===== config.mk =====
export PLATFORM = sky130hd
export DESIGN_NAME = pole_parallel_cfg
export DESIGN_NICKNAME = d
export VERILOG_FILES = /design/src/rtl/pole_parallel_cfg.sv
export SDC_FILE = /design/constraint.sdc
export NUM_CORES = 2
export LEC_CHECK = 0
export ABC_AREA = 0
export CAP_MARGIN = 20
export CORE_MARGIN = 2
export CORE_UTILIZATION = 65
export DETAILED_ROUTE_END_ITERATION = 7
export MAX_ROUTING_LAYER = met4
export PLACE_DENSITY = 0.9
export SETUP_SLACK_MARGIN = 0.05
export SYNTH_ARGS = -nofsm -noshare
export SYNTH_HDL_FRONTEND = slang
export SYNTH_SLANG_ARGS = --single-unit
export TNS_END_PERCENT = 20

===== constraint.sdc =====
create_clock -name clk -period 11.7 [get_ports clk]
set_input_delay 2.34 -clock clk [delete_from_list [all_inputs] [get_ports clk]]
set_output_delay 2.34 -clock clk [all_outputs]
set_load 0.01 [all_outputs]

===== src/rtl/pole_parallel_cfg.sv =====
// Parallel-form FIR section with a double-buffered coefficient bank and a
// fixed 3-stage multiply / sum / round-and-saturate pipeline.
module pole_parallel_cfg #(
  parameter int DW    = 15,
  parameter int CW    = 14,
  parameter int TAPS  = 6,
  parameter int OW    = 29,
  parameter int SHIFT = 0
) (
  input  logic                 clk,
  input  logic                 rst,
  input  logic signed [DW-1:0] din,
  input  logic                 din_valid,
  input  logic                 flush,
  input  logic                 coef_wr,
  input  logic [3:0]           coef_addr,
  input  logic signed [CW-1:0] coef_data,
  input  logic                 coef_swap,
  output logic signed [OW-1:0] dout,
  output logic                 dout_valid,
  output logic                 sat
);

  localparam int PW   = DW + CW;
  localparam int ACCW = PW + $clog2(TAPS);
  localparam int RW   = ACCW + 1;
  localparam int EW   = ((RW > OW) ? RW : OW) + 1;

  // Handshake: din_valid is a pure qualifier with no ready. A sample is taken
  // on every rising edge where din_valid=1 and flush=0; each taken sample
  // yields exactly one single-cycle dout_valid pulse three edges later.

  logic signed [DW-1:0]   x      [TAPS];
  logic signed [CW-1:0]   shadow [TAPS];
  logic signed [CW-1:0]   active [TAPS];
  logic signed [PW-1:0]   p      [TAPS];
  logic signed [ACCW-1:0] acc;
  logic signed [ACCW-1:0] sum_c;
  logic signed [RW-1:0]   r;
  logic signed [EW-1:0]   re;
  logic signed [OW-1:0]   dsat;
  logic                   clip;
  logic                   v_x, v_p, v_s;

  always_ff @(posedge clk or negedge rst) begin
    if (!rst) begin
      for (int k = 0; k < TAPS; k++) x[k] <= '0;
    end else if (flush) begin
      for (int k = 0; k < TAPS; k++) x[k] <= '0;
    end else if (din_valid) begin
      x[0] <= din;
      for (int k = 1; k < TAPS; k++) x[k] <= x[k-1];
    end
  end

  // Swap copies the pre-edge shadow, so a same-cycle write lands in shadow only.
  always_ff @(posedge clk or negedge rst) begin
    if (!rst) begin
      for (int k = 0; k < TAPS; k++) begin
        shadow[k] <= '0;
        active[k] <= '0;
      end
    end else begin
      if (coef_swap) begin
        for (int k = 0; k < TAPS; k++) active[k] <= shadow[k];
      end
      if (coef_wr) begin
        for (int k = 0; k < TAPS; k++) begin
          if (coef_addr == 4'(k)) shadow[k] <= coef_data;
        end
      end
    end
  end

  always_comb begin
    sum_c = '0;
    for (int k = 0; k < TAPS; k++) sum_c = sum_c + ACCW'(p[k]);
  end

  generate
    if (SHIFT > 0) begin : g_rnd
      localparam logic signed [RW-1:0] RND = RW'(1) <<< (SHIFT - 1);
      assign r = (RW'(acc) + RND) >>> SHIFT;
    end else begin : g_nornd
      assign r = RW'(acc);
    end
  endgenerate

  localparam logic signed [EW-1:0] MAXV = (EW'(1) <<< (OW - 1)) - EW'(1);
  localparam logic signed [EW-1:0] MINV = ~MAXV;

  assign re = EW'(r);

  always_comb begin
    dsat = re[OW-1:0];
    clip = 1'b0;
    if (re > MAXV) begin
      dsat = MAXV[OW-1:0];
      clip = 1'b1;
    end else if (re < MINV) begin
      dsat = MINV[OW-1:0];
      clip = 1'b1;
    end
  end

  // All products of one sample are captured on the same edge from one bank.
  always_ff @(posedge clk or negedge rst) begin
    if (!rst) begin
      for (int k = 0; k < TAPS; k++) p[k] <= '0;
      acc        <= '0;
      v_x        <= 1'b0;
      v_p        <= 1'b0;
      v_s        <= 1'b0;
      dout       <= '0;
      dout_valid <= 1'b0;
      sat        <= 1'b0;
    end else begin
      for (int k = 0; k < TAPS; k++) p[k] <= PW'(x[k]) * PW'(active[k]);
      acc        <= sum_c;
      v_x        <= din_valid & ~flush;
      v_p        <= v_x;
      v_s        <= v_p;
      dout_valid <= v_s;
      if (v_s) begin
        dout <= dsat;
        sat  <= clip;
      end
    end
  end

endmodule


==> results.md <==
- Cells after synthesis: 6787
- Final count of negative-setup-slack endpoints: 0
- Die area: 108000 µm²
- Post-synthesis sequential area ratio: 18.3%
- Synth async-reset ratio: 100%
- Layout net count: 8568
- CTS tree: built
- First-pass GRT wire length: 283000 µm
- Period minus WS final: 7040 ps
- Syn Area/Cell: 10.1 µm²
- Max_slew headroom: 17.3%
- Period utilisation layout: 60.2%
- Switching power: 6550 µW
- Width of the die: 328 µm
- Reg clk slew, reported paths: 70 ps
- Critical Path RT: 12240 ps
- #FFs+latches synth: 498
- Tot GR Track Use: 35.2%
- Placed Instances: 8039
- CTS root buf: clkbuf_16
- Arrival @ worst endpoint: 7580 ps
- Total Wirelength: 175000 µm
- Initial cell density of the core: 65.8%
- Setup tns final: 0 ps
- RD Place Congestion: 1.00
- Number of global-route vias before repair: 52900
- Initial drt markers: 4815
- CTS Buf Count: 57
- Share of layout cells above drive strength 1: 4.58%
- Clock power frac: 14.4%
- Die Height: 328 µm
- Design Power: 13200 µW
- Slowest stage delay, CP: 590 ps
- Crit. End Element: flop
- Port Buffers: 69
- Final Slew Violations: 0
- Syn_nets: 8630
- Detailed Routing Iterations Pass 1: 6
- Sequential share of power: 22.3%
- Hold Buf Count CTS: 0
- Combinational Power Share: 63.3%
- Crit path setup slack, layout: 4660 ps
- # IOs: 70
- Crit path buffers/inverters: 6
- Ys flop type: dfrtp_1
- Most common cell in the netlist: inv_1
- RSZ-0062 raised after global routing: false
- Avg WL per Cell: 21.4 µm
- Critical-path maximum fanout: 16
- Clock Tree Buf Depth: 3
- Vias per cell: 5.88
- LEAKAGE: 0.0378 µW
- Synth top area share: 39.9%
- # DRC: 0
- Worst-path cell chain: and2_1 -> fa_1 -> inv_1 -> fa_1 -> inv_1 -> fa_1 -> inv_1 -> fa_1 -> inv_1 -> fa_1 -> inv_1 -> fa_1 -> inv_1 -> ha_1 -> or3_1 -> a211oi_1 -> o21ai_0 -> a22o_1 -> o2111a_1 -> o21a_1 -> o21a_1 -> o311ai_0
- Hold violation total from the final report: 0
- Outcome: completed
- Synth cell types: 59
- Clock Latency Late Sink: 670 ps
- Placement Rows: 118
- Dominant cells by area after synthesis: fa_1 40%, dfrtp_1 18%, inv_1 9.0%
- Clock skew: 30.3 ps
- Startpoint type of the worst setup path: flop
- Slew @ Worst Pin: 1240 ps
- Via count: 48000
- # H-tree levels: 2
- Core area: 104000 µm²
- CP top delay family: adder cells
- Antenna violations before repair: 16
- Critical path's slowest cell: dfrtp_1
- Fmax achieved: 142 MHz
- Post-synth EDFFs: 0
- Hpwl dp: 135000 µm
- Resized cells post-CTS: 0
- Mapped cell area: 68300 µm²
- Dominant cell type by area after synthesis: fa_1
- Final cell count without fillers: 8170
- Dpl ws: 4870 ps
- CP Class: reg2reg
- Cell-internal power: 6650 µW
- P&R area growth vs syn: 5.80%
- Max cap viols: 0
- Max IR drop VDD: 0.000408 V
- Hold_ws: 356 ps
- Net Sw Frac: 49.6%
- Congestion Overflow GR: 0
- Setup repair bufs after CTS: 0
- Detail Route Antenna Nets: 0
- Hold crit path type: reg2reg
- Power per cell area: 183 nW/µm²
- Total clock sinks: 498
- Largest net degree at the start of global routing: 175
- Warnings, synthesis: 0
- Post-synth top cells: 1632 x inv_1, 1360 x fa_1, 661 x and2_1
[logic make-up after synthesis]
family	after synthesis	share of synthesized area [%]
adder cells (fa/ha/maj)	1804	48.0
multiplexers	254	4.02
XOR/XNOR	224	2.87
AO/OA/AOI/OAI	458	4.38
flip-flops	498	18.3
buffers and inverters	1855	10.2
AND/OR/NAND/NOR	1694	12.3
[registers in the layout, summed over array words and instances (netlist names)]
| name | cells |
|---|---|
| v_x | 1 |
| sat | 1 |
| v_p | 1 |
| shadow | 84 |
| p | 174 |
| dout_valid | 1 |
| x | 90 |
| v_s | 1 |
| active | 84 |
| acc | 32 |
| dout | 29 |
[cells in the final DEF, fill, tap and decap left out, drive strengths merged, types with 90 or more instances in the layout]
cell / instances
a21oi: 131
and2: 661
dfrtp: 498
fa: 1360
ha: 444
inv: 1640
mux2: 164
mux2i: 90
nand2: 592
nor2: 277
xnor2: 187
[per-layer routing]
metal / track usage [%] / up-vias / wire length [µm]
li1: - / 20000 / -
met1: 45.7 / 24600 / 64600
met2: 54.3 / 2805 / 82400
met3: 7.44 / 609 / 19600
met4: 15.2 / 0 / 8430
met5: - / - / 0
[final timing paths]
path	end	slack, ps	startpoint	cells past startpoint
worst max-delay path	p[172]	4660	x[82]	22
worst min-delay path	v_p	360	v_x	0
worst max register to register	p[172]	4660	x[82]	22
worst min register to register	v_p	360	v_x	0
max in group asynchronous	active[79]	8590	rst	2
min in group asynchronous	active[13]	1650	rst	1
[per-stage QoR]
stage                     area [µm²]  utilization (%)
after detailed placement       70100             67.5
after global routing           72200             69.6
final                          72200             69.6
after CTS                      72000             69.4
after global placement         70100             67.5
after floorplan                68300                -
[power groups by stage]
stage / clock network (µW) / logic, µW / registers (µW)
floorplan: 0 / 5860 / 2500
global placement: 0 / 7640 / 2890
detailed placement: 0 / 7930 / 2930
CTS: 1910 / 8090 / 2910
global route: 1980 / 9200 / 2990
finish: 1900 / 8360 / 2940
[cell type report]
cell class	count	area, µm²
Sequential cell	498	12500
Clock buffer	74	1570
Fill cell	6918	31600
Antenna cell	19	47.5
Timing Repair Buffer	101	1040
Inverter	1633	6130
Tap cell	1380	1730
Clock inverter	31	394
Multi-Input combinational cell	4434	48900
[worst register-to-register path, cell delays in order, from the launching register on]
cell      delay [ps]
dfrtp_1          590
and2_1           300
fa_1             540
inv_1             50
fa_1             480
inv_1             60
fa_1             490
inv_1             50
fa_1             540
inv_1             50
fa_1             480
inv_1             50
fa_1             530
inv_1             60
ha_1             230
or3_1            400
a211oi_1         380
o21ai_0          240
a22o_1           310
o2111a_1         290
o21a_1           210
o21a_1           220
o311ai_0         360
Note: power is estimated with default switching activity, not from simulation.
